File: config.mk
export PLATFORM = sky130hd
export DESIGN_NAME = regfile_writeback_queue
export DESIGN_NICKNAME = d
export VERILOG_FILES = /design/src/rtl/wb_pkg.sv /design/src/rtl/wb_fifo.sv /design/src/rtl/regfile_writeback_queue.sv
export SDC_FILE = /design/constraint.sdc
export NUM_CORES = 1
export LEC_CHECK = 0
export CAP_MARGIN = 20
export CORE_AREA = 2 2 129 181
export DETAILED_ROUTE_END_ITERATION = 8
export DIE_AREA = 0 0 131 183
export PLACE_DENSITY = 0.85
export SYNTH_ARGS = -nofsm -noshare
export SYNTH_HDL_FRONTEND = slang
export SYNTH_SLANG_ARGS = --single-unit
File: constraint.sdc
create_clock -name clk -period 3.3 [get_ports clk]
set_clock_uncertainty 0.05 [all_clocks]
set_input_delay 0.66 -clock clk [delete_from_list [all_inputs] [get_ports clk]]
set_output_delay 0.66 -clock clk [all_outputs]
set_load 0.05 [all_outputs]
File: src/rtl/wb_pkg.sv
// Shared types and widths for the register-file writeback queue.
package wb_pkg;

  localparam int unsigned XLEN       = 32;
  localparam int unsigned REG_ADDR_W = 5;
  localparam int unsigned NUM_REGS   = 1 << REG_ADDR_W;

  typedef struct packed {
    logic [REG_ADDR_W-1:0] rd;
    logic [XLEN-1:0]       data;
  } wb_entry_t;

  // One-hot register mask used to build the pending-write mask.
  function automatic logic [NUM_REGS-1:0] reg_onehot(input logic [REG_ADDR_W-1:0] r);
    return NUM_REGS'(1) << r;
  endfunction

endpackage

File: src/rtl/wb_fifo.sv
// Circular FIFO of writeback entries; exposes storage and valid bits so the
// owner can build hazard masks and forwarding without popping.
module wb_fifo
  import wb_pkg::*;
#(
  parameter  int unsigned DEPTH = 4,
  localparam int unsigned PTR_W = $clog2(DEPTH),
  localparam int unsigned CNT_W = $clog2(DEPTH + 1)
) (
  input  logic             clk,
  input  logic             rst_n,
  input  logic             push_i,
  input  wb_entry_t        entry_i,
  input  logic             pop_i,
  output wb_entry_t        head_c,
  output logic [CNT_W-1:0] count_o,
  output logic             full_c,
  output logic             empty_c,
  output wb_entry_t        entries_o [DEPTH],
  output logic [DEPTH-1:0] valid_o,
  output logic [PTR_W-1:0] rd_ptr_o
);

  logic [PTR_W-1:0] wr_ptr_q, wr_ptr_d;
  logic [PTR_W-1:0] rd_ptr_q, rd_ptr_d;
  logic [CNT_W-1:0] count_q, count_d;
  logic [DEPTH-1:0] valid_q, valid_d;
  wb_entry_t        mem_q [DEPTH];
  logic             do_push;
  logic             do_pop;

  assign full_c  = (count_q == CNT_W'(DEPTH));
  assign empty_c = (count_q == '0);
  assign do_push = push_i && !full_c;
  assign do_pop  = pop_i && !empty_c;
  assign head_c  = mem_q[rd_ptr_q];

  assign count_o   = count_q;
  assign valid_o   = valid_q;
  assign rd_ptr_o  = rd_ptr_q;
  assign entries_o = mem_q;

  // Pointer, occupancy and valid-bit bookkeeping; pointers wrap naturally.
  always_comb begin
    wr_ptr_d = wr_ptr_q;
    rd_ptr_d = rd_ptr_q;
    count_d  = count_q;
    valid_d  = valid_q;
    if (do_push) begin
      wr_ptr_d          = wr_ptr_q + PTR_W'(1);
      valid_d[wr_ptr_q] = 1'b1;
    end
    if (do_pop) begin
      rd_ptr_d          = rd_ptr_q + PTR_W'(1);
      valid_d[rd_ptr_q] = 1'b0;
    end
    case ({do_push, do_pop})
      2'b10:   count_d = count_q + CNT_W'(1);
      2'b01:   count_d = count_q - CNT_W'(1);
      default: count_d = count_q;
    endcase
  end

  always_ff @(posedge clk or negedge rst_n) begin
    if (!rst_n) begin
      wr_ptr_q <= '0;
      rd_ptr_q <= '0;
      count_q  <= '0;
      valid_q  <= '0;
      for (int unsigned i = 0; i < DEPTH; i++) begin
        mem_q[i] <= '0;
      end
    end else begin
      wr_ptr_q <= wr_ptr_d;
      rd_ptr_q <= rd_ptr_d;
      count_q  <= count_d;
      valid_q  <= valid_d;
      if (do_push) begin
        mem_q[wr_ptr_q] <= entry_i;
      end
    end
  end

endmodule

File: src/rtl/regfile_writeback_queue.sv
// Merges ALU and load writebacks into the single register-file write port,
// with a pending-write mask and optional forwarding lookup (macro WB_FWD_EN).
module regfile_writeback_queue
  import wb_pkg::*;
#(
  parameter int unsigned DEPTH = 4
) (
  input  logic                         clk,
  input  logic                         rst_n,
  input  logic                         ld_valid,
  output logic                         ld_ready,
  input  logic [REG_ADDR_W-1:0]        ld_rd,
  input  logic [XLEN-1:0]              ld_data,
  input  logic                         alu_valid,
  output logic                         alu_ready,
  input  logic [REG_ADDR_W-1:0]        alu_rd,
  input  logic [XLEN-1:0]              alu_data,
  input  logic                         stall,
  output logic                         write_en3,
  output logic [REG_ADDR_W-1:0]        addr3,
  output logic [XLEN-1:0]              write_data3,
  output logic [NUM_REGS-1:0]          busy_mask,
  output logic [$clog2(DEPTH+1)-1:0]   count,
  input  logic [REG_ADDR_W-1:0]        fwd_addr,
  output logic                         fwd_hit,
  output logic [XLEN-1:0]              fwd_data
);

  localparam int unsigned PTR_W = $clog2(DEPTH);
  localparam int unsigned CNT_W = $clog2(DEPTH + 1);

  wb_entry_t        push_entry;
  logic             push;
  logic             pop;
  wb_entry_t        fifo_head;
  logic [CNT_W-1:0] fifo_count;
  logic             fifo_full;
  logic             fifo_empty;
  wb_entry_t        fifo_entries [DEPTH];
  logic [DEPTH-1:0] fifo_valid;
  logic [PTR_W-1:0] fifo_rd_ptr;

  logic                  we_q, we_d;
  logic [REG_ADDR_W-1:0] addr_q, addr_d;
  logic [XLEN-1:0]       data_q, data_d;

  assign ld_ready  = !fifo_full;
  assign alu_ready = !fifo_full && !ld_valid;

  // Load unit wins arbitration; rd==0 writes are accepted but discarded.
  always_comb begin
    push       = 1'b0;
    push_entry = '0;
    if (ld_valid && ld_ready) begin
      push       = (ld_rd != '0);
      push_entry = '{rd: ld_rd, data: ld_data};
    end else if (alu_valid && alu_ready) begin
      push       = (alu_rd != '0);
      push_entry = '{rd: alu_rd, data: alu_data};
    end
  end

  assign pop = !stall && !fifo_empty;

  wb_fifo #(
    .DEPTH (DEPTH)
  ) u_fifo (
    .clk       (clk),
    .rst_n     (rst_n),
    .push_i    (push),
    .entry_i   (push_entry),
    .pop_i     (pop),
    .head_c    (fifo_head),
    .count_o   (fifo_count),
    .full_c    (fifo_full),
    .empty_c   (fifo_empty),
    .entries_o (fifo_entries),
    .valid_o   (fifo_valid),
    .rd_ptr_o  (fifo_rd_ptr)
  );

  assign count = fifo_count;

  // Output register: address/data hold when nothing drains.
  always_comb begin
    we_d   = 1'b0;
    addr_d = addr_q;
    data_d = data_q;
    if (pop) begin
      we_d   = 1'b1;
      addr_d = fifo_head.rd;
      data_d = fifo_head.data;
    end
  end

  always_ff @(posedge clk or negedge rst_n) begin
    if (!rst_n) begin
      we_q   <= 1'b0;
      addr_q <= '0;
      data_q <= '0;
    end else begin
      we_q   <= we_d;
      addr_q <= addr_d;
      data_q <= data_d;
    end
  end

  assign write_en3   = we_q;
  assign addr3       = addr_q;
  assign write_data3 = data_q;

  always_comb begin
    busy_mask = '0;
    for (int unsigned i = 0; i < DEPTH; i++) begin
      if (fifo_valid[i]) begin
        busy_mask = busy_mask | reg_onehot(fifo_entries[i].rd);
      end
    end
    if (we_q) begin
      busy_mask = busy_mask | reg_onehot(addr_q);
    end
  end

`ifdef WB_FWD_EN
  logic [PTR_W-1:0] fwd_idx;

  // Walk oldest to youngest so the youngest match overrides the output register.
  always_comb begin
    fwd_hit  = 1'b0;
    fwd_data = '0;
    fwd_idx  = fifo_rd_ptr;
    if (we_q && (addr_q == fwd_addr)) begin
      fwd_hit  = 1'b1;
      fwd_data = data_q;
    end
    for (int unsigned age = 0; age < DEPTH; age++) begin
      fwd_idx = fifo_rd_ptr + PTR_W'(age);
      if (fifo_valid[fwd_idx] && (fifo_entries[fwd_idx].rd == fwd_addr)) begin
        fwd_hit  = 1'b1;
        fwd_data = fifo_entries[fwd_idx].data;
      end
    end
    if (fwd_addr == '0) begin
      fwd_hit  = 1'b0;
      fwd_data = '0;
    end
  end
`else
  logic unused_fwd;

  always_comb begin
    unused_fwd = (^fwd_addr) ^ (^fifo_rd_ptr);
    for (int unsigned i = 0; i < DEPTH; i++) begin
      unused_fwd = unused_fwd ^ (^fifo_entries[i].data);
    end
  end

  assign fwd_hit  = 1'b0;
  assign fwd_data = '0;
`endif

endmodule
Word-level counts from Yosys, hierarchy flattened
Index checks and enable logic that the tools add are counted.

Register bits: 197. Input bits: 84. Output and inout bits: 108. Logic and storage cells: 83.

Add/sub/neg operators: 4. Magnitude comparators: 7. Equal/unequal tests: 3. Shift operators: 5. Multiplexer cells: 23. Bitwise operators: 9. Reductions and logical operators: 17.

Operators by type and width (number): two-way mux 37 bit (5); two-way mux 32 bit (5); << shifter 1 x 5 -> 32 bit (first input constant) (5); bitwise mux 148 bit (1); OR 32 bit (4); binary-select mux 37 bit (select 2 bit) (1); demux 37 bit (select 2 bit) (1); nonzero test 5 bit (2); logical AND 1 bit (9); two-way mux 4 bit (2); >= comparator 3 bit (second input constant) (2); less-than comparator 2 x 3 -> 1 bit (second input constant) (2); NOT 2 -> 3 bit (2); case mux 3 bit (2 select lines) (1); two-way mux 1 bit (5); adder 2 x 1 -> 2 bit (second input constant) (2); AND 4 bit (1); demux 1 bit (select 2 bit) (2); >= comparator 2 x 1 -> 1 bit (second input constant) (2); zero test 1 bit (4); NOT 4 bit (1); OR 4 bit (1); adder 3 x 1 -> 3 bit (second input constant) (1); == test 3 bit (second input constant) (1); 6 further kinds (6).

Logic depth before layout (Yosys ltp)
Gate-level depths: netlist of the first run.

Word-level depth: 10. Mapped depth: 10. Mapped depth without buffers: 9.

Cells and area by module
Synthesis of the first run repeated with hierarchy kept, for this count alone.

Cell total of the unflattened synthesis: 792. Area, all modules: 10543.9 um2.

Modules (own cells, without submodules): wb_fifo (times used 1, cells each 411, area an instance 7031.7 um2); regfile_writeback_queue (times used 1, cells each 381, area an instance 3512.1 um2).

Least setup slack after synthesis of the first run
No wires, ideal clock.

Path type: reg-to-output. From: register u_fifo.mem_q (netlist bit u_fifo.entries_o[144]). To: output busy_mask[0]. Arrival time: 2791 ps. Path slack: -201 ps. Cell stages (with the launch flop): 4. Buffers on the path: 0. Cells stage by stage: dfrtp_1 -> nand2b_1 -> or3_1 -> o311ai_0.

Word-level cells in the longest chain between the ends: 10.

RTL lines: from (decl) (RTL line wb_fifo.sv:28) `wb_entry_t mem_q [DEPTH];`; from (signal, indexed assignment) (RTL line wb_fifo.sv:79) `mem_q[wr_ptr_q] <= entry_i;`; << shifter 1 x 5 -> 32 bit * (RTL line wb_pkg.sv:15) `return NUM_REGS'(1) << r;`; two-way mux 32 bit * (RTL line regfile_writeback_queue.sv:115) `if (fifo_valid[i]) begin`; OR 32 bit (RTL line regfile_writeback_queue.sv:116) `busy_mask = busy_mask | reg_onehot(fifo_entries[i].rd);`; two-way mux 32 bit * (RTL line regfile_writeback_queue.sv:115); OR 32 bit (RTL line regfile_writeback_queue.sv:116); two-way mux 32 bit * (RTL line regfile_writeback_queue.sv:115); OR 32 bit (RTL line regfile_writeback_queue.sv:116); two-way mux 32 bit * (RTL line regfile_writeback_queue.sv:115); OR 32 bit (RTL line regfile_writeback_queue.sv:120) `busy_mask = busy_mask | reg_onehot(addr_q);`; two-way mux 32 bit * (RTL line regfile_writeback_queue.sv:119) `if (we_q) begin`; to (decl) (RTL line regfile_writeback_queue.sv:22) `output logic [NUM_REGS-1:0] busy_mask,`.

Every way passes the cells marked *; elsewhere a longest branch is shown, timed or not.

Worst setup path after layout of the first run
From: register u_fifo.mem_q (netlist bit u_fifo.entries_o[143]). To: output busy_mask[18].

The elaborated chain is that of the path after synthesis.

==> results of run 1 <==
==> layout make-up <==
class                           count  area (um^2)
Fill cell                        1728         8970
Multi-Input combinational cell    602         5550
Sequential cell                   197         4930
Timing Repair Buffer              196         1900
Clock buffer                       18          439
Tap cell                          301          377
Clock inverter                     13          158
Inverter                           11         41.3
==> flip-flops by register name, summed over array words and instances (netlist names) <==
signal and count:
write_data3 32, write_en3 1, addr3 5, u_fifo.wr_ptr_q 2, u_fifo.rd_ptr_o 2, u_fifo.entries_o 148, u_fifo.valid_o 4, u_fifo.count_o 3
==> power breakdown <==
group | total (uW) | leakage, uW | switching, uW | internal, uW
registers | 4460 | 0.00249 | 984 | 3480
logic | 7510 | 0.00307 | 3980 | 3530
clock network | 2110 | 0.000296 | 905 | 1210
total | 14100 | 0.00586 | 5870 | 8210
==> synthesized netlist by cell type (all sizes together) (6+ instances only) <==
master   number  area (um^2)
nand3        15         75.1
nor3b         8         60.1
or3          12         75.1
nor2         69          259
dfrtp       197         4930
o21ai        10         50.1
nand2b       18          113
a21oi         8         40.0
clkbuf       42          158
nand4b        9         78.8
nand4         6         37.5
buf          54          433
mux4         37          833
nor3         12         60.1
inv          11         41.3
nor2b        13         81.3
nand2        25         93.8
mux2        186         2380
a22oi        44          330
o22ai        24          150
ha            9          113
a2bb2oi       7         61.3
==> path summary, 6_finish.rpt <==
kind | from | cells past startpoint | end
hold / removal | rst_n | 1 | write_data3[8]
hold reg to reg | u_fifo.entries_o[11] | 1 | u_fifo.entries_o[11]
max in group asynchronous | rst_n | 2 | u_fifo.entries_o[32]
min in group clk | u_fifo.entries_o[11] | 1 | u_fifo.entries_o[11]
setup reg to reg | u_fifo.count_o[0] | 9 | u_fifo.count_o[2]
setup / recovery | u_fifo.entries_o[143] | 5 | busy_mask[18]
==> worst reg2reg max path, stage by stage, from the launching register on <==
cell and delay, ns:
dfrtp_1 0.44, nor3b_2 0.71, a211o_1 0.21, o21bai_1 0.14, ha_1 0.21, inv_1 0.06
fa_1 0.37, xor2_1 0.16, nor2_1 0.11, xor2_1 0.18
==> metrics by stage <==
step / power, uW / TNS [ns] / util (%) / worst slack, ns
5_1_grt: 14700 / 0 / 59.9 / 0.0222
4_1_cts: 14100 / 0 / 59.9 / 0.0116
3_5_place_dp: 11900 / 0 / 57.2 / 0.176
3_3_place_gp: 11700 / 0 / 57.2 / 0.276
2_1_floorplan: 9600 / -0.401 / - / -0.201
6_report: 14100 / 0 / 59.9 / 0.0811
==> per-layer routing <==
layer	vias up	track usage, %	wire length (um)
li1	3471	-	-
met1	4083	32.5	11800
met2	384	46.1	16000
met3	98	3.65	1640
met4	0	14.3	1510
met5	-	0	0
==> kinds of logic (layout without fill, tap and decap cells) <==
logic type / count (synthesis) / in the layout / share of synthesized area [%]
adders and majority gates: 10 / 10 / 1.21
muxes: 224 / 224 / 29.5
AOI/OAI and AO/OA: 123 / 123 / 8.09
other: 1 / 33 / 0.0343
DFF: 197 / 197 / 45.1
xor gates and xnor gates: 5 / 5 / 0.400
buffers and inverters: 107 / 238 / 5.78
and+or+nand+nor: 207 / 207 / 9.97
==> metrics list, run 1 <==
- Traced cell by cell, the critical path runs through nor2_1 > nand2_1 > o32ai_1 > or4_1 > buf_4.
* Horizontal die dimension: between 100 and 150 um
- For this run, the post-layout net count is 1,119.
- The synthesized design contains between 150 and 200 register bits.
* Slack of the worst reg-to-reg path: 0.58 ns
* Placed insts: 1,307
* First-pass GRT wire length: 48,600 um
* Critical Path Sink Type: output port
- After floorplanning, the core was sized to cover between 20,000 and 25,000 um^2.
* Die span in y: ~180 um
* Relative area change from synthesis to final layout: 22.4%
- The number of max-slew violations in the final report came to 0.
* Number of global-route vias before repair: about 8,600
* Final worst hold slack: 0.198 ns
- Setup repair after global routing left no endpoint under its margin.
- Arrival time reported for the critical path endpoint: 2.51 ns
- For this design the top-level I/O count stands at about 190.
- Number of cells in the finished layout apart from fillers: roughly 1,300
* Bufs on Longest Clock Path: 2
* EDFF count, synth: 0
- After clock tree synthesis, the setup repair step added 0 buffers.
- CTS placed an instance of clkbuf_16 at the clock tree root.
- Across the VDD grid, the largest voltage drop is approximately 0.53 mV.
* Least-Margin Pin Slew: roughly 0.82 ns
- Of all flip-flops after synthesis, the portion carrying an async set or reset was 100%.
- TritonCTS built the clock tree.
- Area of the die: 24,000 um^2
- Yosys mapped the design onto 55 distinct sky130hd cell types.
- The most used flip-flop cell after synthesis is dfrtp_1.
* Starting density of the core: between 40% and 50%
* Number of H-tree branching levels: 4
- Tcrit/Tclk final: approximately 100%
- Critical Path Source Type: flip-flop
- Layout Cell Area excl Fill: 13,400 um^2
- In the routed layout, each cell is associated on average with a via count of between 6 and 7.
- The worst setup path is of the flip-flop to output port kind.
- Summing all placed instances gives a cell area of between 10,000 and 15,000 um^2.
* Number of placement rows: between 60 and 70
- The number of gates resized after CTS was 1.
- Commonest cells after routing, fill and taps aside: dfrtp_1 (195), clkdlybuf4s50_1 (119), mux2_2 (110)
- Total wirelength of the detailed-routed design: roughly 30,000 um
- Grt total ovfl: 0
- Count of buffering cells on the critical path with inverters included: 1
* Most common library cell in the layout ignoring fill and taps: dfrtp_1
- Clock transition at the registers of the reported paths: roughly 0.070 ns
- Sequential cells were found to cover between 40% and 50% of the synthesized design area.
- IO Port Bufs: between 150 and 200
- GRT Overall Usage: about 27%
- Pin count of the biggest net entering global routing: just under 90
- The first detailed-routing pass ran for 7 iterations.
- Wire per inst: roughly 23 um
- Cell Pwr Density: 1050 nW/um^2
* Required arrival time at the worst endpoint: approximately 2.6 ns
* Number of warnings printed during yosys synthesis: 0
- Counting every sink on the clock net gives around 200.
* Clock latency on the worst-skew pair: about 0.44 ns
- Run status: finished, final reports clean
* Fmax achieved: just over 300 MHz
* Static power due to leakage: ~0.0059 uW
- Fraction of layout instances using a drive strength above 1: between 30% and 40%
- Antenna diodes: 0
* Number of design rule violations left after detail routing: 0
* Number of antenna violations at the first check in global routing: 0
* Max-cap violations: 0
- Mean cell area of the mapped netlist: between 10 and 15 um^2
- CP peak stage delay: around 0.65 ns
- Hold buffers post-CTS: 0
- Worst path top cell family by delay: simple AND/OR/NAND/NOR gates
- Remaining antenna violation count after routing: 0
* Hold Path Class: input port to async pin
* Num CTS Buffers: 17
* Slew headroom: ~45%
* Master of the slowest instance on the critical path: dfrtp_1
- Via Count: 8,036
* Final HPWL DP: about 21,000 um
* Cell area after technology mapping: 10,900 um^2
- Routability cong.: 0.972
- Shortest clock period the worst path allows after layout: roughly 3.2 ns
- Setup violations remaining at the end of the flow were counted as 0.
- For this block, the initial DRC count from the detailed router was between 500 and 600.
- Hold violation count in the final report: 0
- In this run the worst path has a maximum fanout of 12.
- In the synthesized netlist, the number of instances is a little under 900.
Power figures use the tool's default switching activity.
==> inputs of run 2 (changes only) <==
--- a/config.mk
+++ b/config.mk
@@ -6,10 +6,10 @@
 export NUM_CORES = 1
 export LEC_CHECK = 0
 export CAP_MARGIN = 20
-export CORE_AREA = 2 2 129 181
+export CORE_AREA = 2 2 165 231
 export DETAILED_ROUTE_END_ITERATION = 8
-export DIE_AREA = 0 0 131 183
-export PLACE_DENSITY = 0.85
+export DIE_AREA = 0 0 167 233
+export PLACE_DENSITY = 0.6
 export SYNTH_ARGS = -nofsm -noshare
 export SYNTH_HDL_FRONTEND = slang
 export SYNTH_SLANG_ARGS = --single-unit
==> metrics list, run 2 (synthesis results as in run 1) <==
- Run status: finished, final reports clean (unchanged)
- Slew headroom: 51.2% (was 45.1%)
- The top-level I/O count was 192 (unchanged).
- Number of flip-flops in the largest register: 148 (unchanged)
- The overall power consumption is 14,000 uW (was 14,100 uW).
* Clock latency on the worst-skew pair: 0.44 ns (about the same)
* Static power due to leakage: 0.00590 uW (was 0.00586 uW)
* Starting density of the core: 29.8% (was 48.9%)
* Cell Pwr Density: 1030 nW/um^2 (was 1050 nW/um^2)
- Number of global-route vias before repair: 8,358 (was 8,568)
- The met1 usage is 19.3% (was 32.5%).
- The met3 track utilization from global routing is 2.86% (was 3.65%).
- The flop-to-flop setup slack was 0.93 ns (was 0.58 ns).
* Critical path fanouts, max: 10 (was 12)
* Critical Path Source Type: flip-flop (unchanged)
* Critical Path Sink Type: output port (unchanged)
* Via Count: 7,824 (was 8,036)
- The full die area came to 38,900 um^2 (was 24,000 um^2).
- The core box area is 36,700 um^2 (was 22,400 um^2).
* Hold buffers post-CTS: 0 (unchanged)
- The number of remaining DRC errors is 0 (unchanged).
- The final hold violation count came to 0 (unchanged).
- Fraction of layout instances using a drive strength above 1: 33.3% (was 33.4%)
- Pin count of the biggest net entering global routing: 87 (was 88)
- Number of cells on the worst reg-to-reg path: 10 (was 9)
* First-pass GRT wire length: 50,000 um (was 48,600 um)
- Most common library cell in the layout ignoring fill and taps: dfrtp_1 (unchanged)
* Max IR drop VDD: 0.566 mV (was 0.526 mV)
- CP peak stage delay: 0.71 ns (was 0.65 ns)
* Number of sinks on the clock net: 197 (unchanged)
- Via count normalized by instance count: 5.18 (was 6.01)
- The maximum clock frequency came to 316 MHz (was 311 MHz).
- Least-Margin Pin Slew: 0.732 ns (was 0.820 ns)
- Max-cap violations: 0 (unchanged)
- Antenna diodes: 0 (unchanged)
* Final core area utilization: 37.2% (was 59.9%)
* Hold Path Class: input port to async pin (unchanged)
- The data required time at the worst endpoint came to 2.59 ns (about the same).
* Fill cell count: 3,578 (was 1,728)
* Bufs on Longest Clock Path: 2 (unchanged)
- Final Max Slew Viols: 0 (unchanged)
* Grt total ovfl: 0 (unchanged)
* Remaining antenna violation count after routing: 0 (unchanged)
- Clock root buffer: clkbuf_16 (unchanged)
- The routability congestion estimate is 0.943 (was 0.972).
* Number of placement rows: 83 (was 65)
- The count of port buffers added during placement was 153 (unchanged).
- The area growth from synthesis to final layout was 24.8% (was 22.4%).
- Most Used Layer, Global Route: met2 (unchanged)
- The level count of the clock H-tree was 4 (unchanged).
* Master of the slowest instance on the critical path: clkdlybuf4s50_1 (was dfrtp_1)
- Arrival time reported for the critical path endpoint: 2.45 ns (was 2.51 ns)
- Die span in y: 233 um (was 183 um)
- Final-stage net count: 1,125 (was 1,119)
- Critical path, cell by cell: nand2b_1 > o22ai_1 > or3_1 > clkdlybuf4s50_1 (was nor2_1 > nand2_1 > o32ai_1 > or4_1 > buf_4)
- Setup fix buffers added after clock tree synthesis: 0 (unchanged)
- The total wire length came to 32,200 um (was 30,900 um).
- Number of antenna violations at the first check in global routing: 0 (unchanged)
- Final HPWL DP: 23,400 um (was 21,500 um)
* GRT Overall Usage: 16.8% (was 26.9%)
* Commonest cells after routing, fill and taps aside: dfrtp_1 (194), clkdlybuf4s50_1 (119), mux2_2 (110) (was dfrtp_1 (195), clkdlybuf4s50_1 (119), mux2_2 (110))
- Num CTS Buffers: 17 (unchanged)
* Worst Path Class, Setup: flip-flop to output port (unchanged)
- Setup TNS: 0 ns (unchanged)
* Shortest clock period the worst path allows after layout: 3.16 ns (was 3.22 ns)
* Reg-to-reg critical path endpoint: u_fifo.count_o[2] (unchanged)
* Global Route met2 Usage: 30.6% (was 46.1%)
- The final number of setup-violating endpoints was 0 (unchanged).
- Clock tree from TritonCTS: yes (unchanged)
- Critical R2R Launch: u_fifo.count_o[0] (unchanged)
- Wire per inst: 21.3 um (was 23.1 um)
- Clock transition at the registers of the reported paths: 0.07 ns (about the same)
- 1st-iter DRT viols: 526 (was 579)
- RSZ-0062 raised after global routing: false (unchanged).
- Tcrit/Tclk final: 95.8% (was 97.5%)
- Number of iterations in the first detailed-routing pass: 5 (was 7)
- The horizontal extent of the die came to 167 um (was 131 um).
run 2: final cells by class:
cell class	count	area, um^2	area share (%)
multi-input combinational	602	5550	40.6
sequential	197	4930	36.1
timing repair buffer	202	1980	14.5
tap	467	584	4.28
clock buffer	23	468	3.43
clock inverter	9	96.3	0.706
inverter	11	41.3	0.302
run 2: worst max-delay path by stage:
stage	startpoint	cells past startpoint	slack, ns	end
final	addr3[0]	4	0.14	busy_mask[30]
after global routing	addr3[0]	4	0.05	busy_mask[30]
after CTS	u_fifo.entries_o[73]	5	0.006	busy_mask[14]
after detailed placement	alu_rd[4]	9	0.10	u_fifo.count_o[2]
after global placement	alu_rd[4]	9	0.10	u_fifo.count_o[2]
after floorplan	u_fifo.entries_o[144]	3	-0.20	busy_mask[0]
run 2: layer usage:
layer | wire [um] | up-vias
met2 | 16800 | 278
met3 | 1330 | 64
met5 | 0 | -
met1 | 12900 | 3998
met4 | 1130 | 0
li1 | - | 3484
run 2: critical path, delay by kind of cell, from the launching register on:
kind / cells / cell delay, ns
simple gates: 2 / 0.68
flops: 1 / 0.48
buf+inv: 1 / 0.71
compound gates: 1 / 0.13
run 2: repair_timing:
action / 4_1_cts / 5_1_grt
resized for setup: 1 / 3
pin swaps: 0 / 0
endpoints found under the hold margin: 0 / 0
setup endpoints to repair: 1 / 3
run 2: power by group:
group          leakage (uW)  internal [uW]  switching [uW]
Sequential          0.00249           3480             966
Clock              0.000265           1090             938
Combinational       0.00315           3560            3980
Total               0.00590           8130            5890
run 2: through the flow:
stage / instances / setup WS (ns) / cell area (um^2) / hold slack (ns)
floorplan: 906 / -0.201 / 11100 / 0.314
global placement: 1479 / 0.103 / 13100 / 0.434
detailed placement: 1479 / 0.101 / 13100 / 0.439
CTS: 1511 / 0.00594 / 13600 / 0.228
global route: 1511 / 0.0525 / 13700 / 0.257
finish: 1511 / 0.138 / 13700 / 0.205
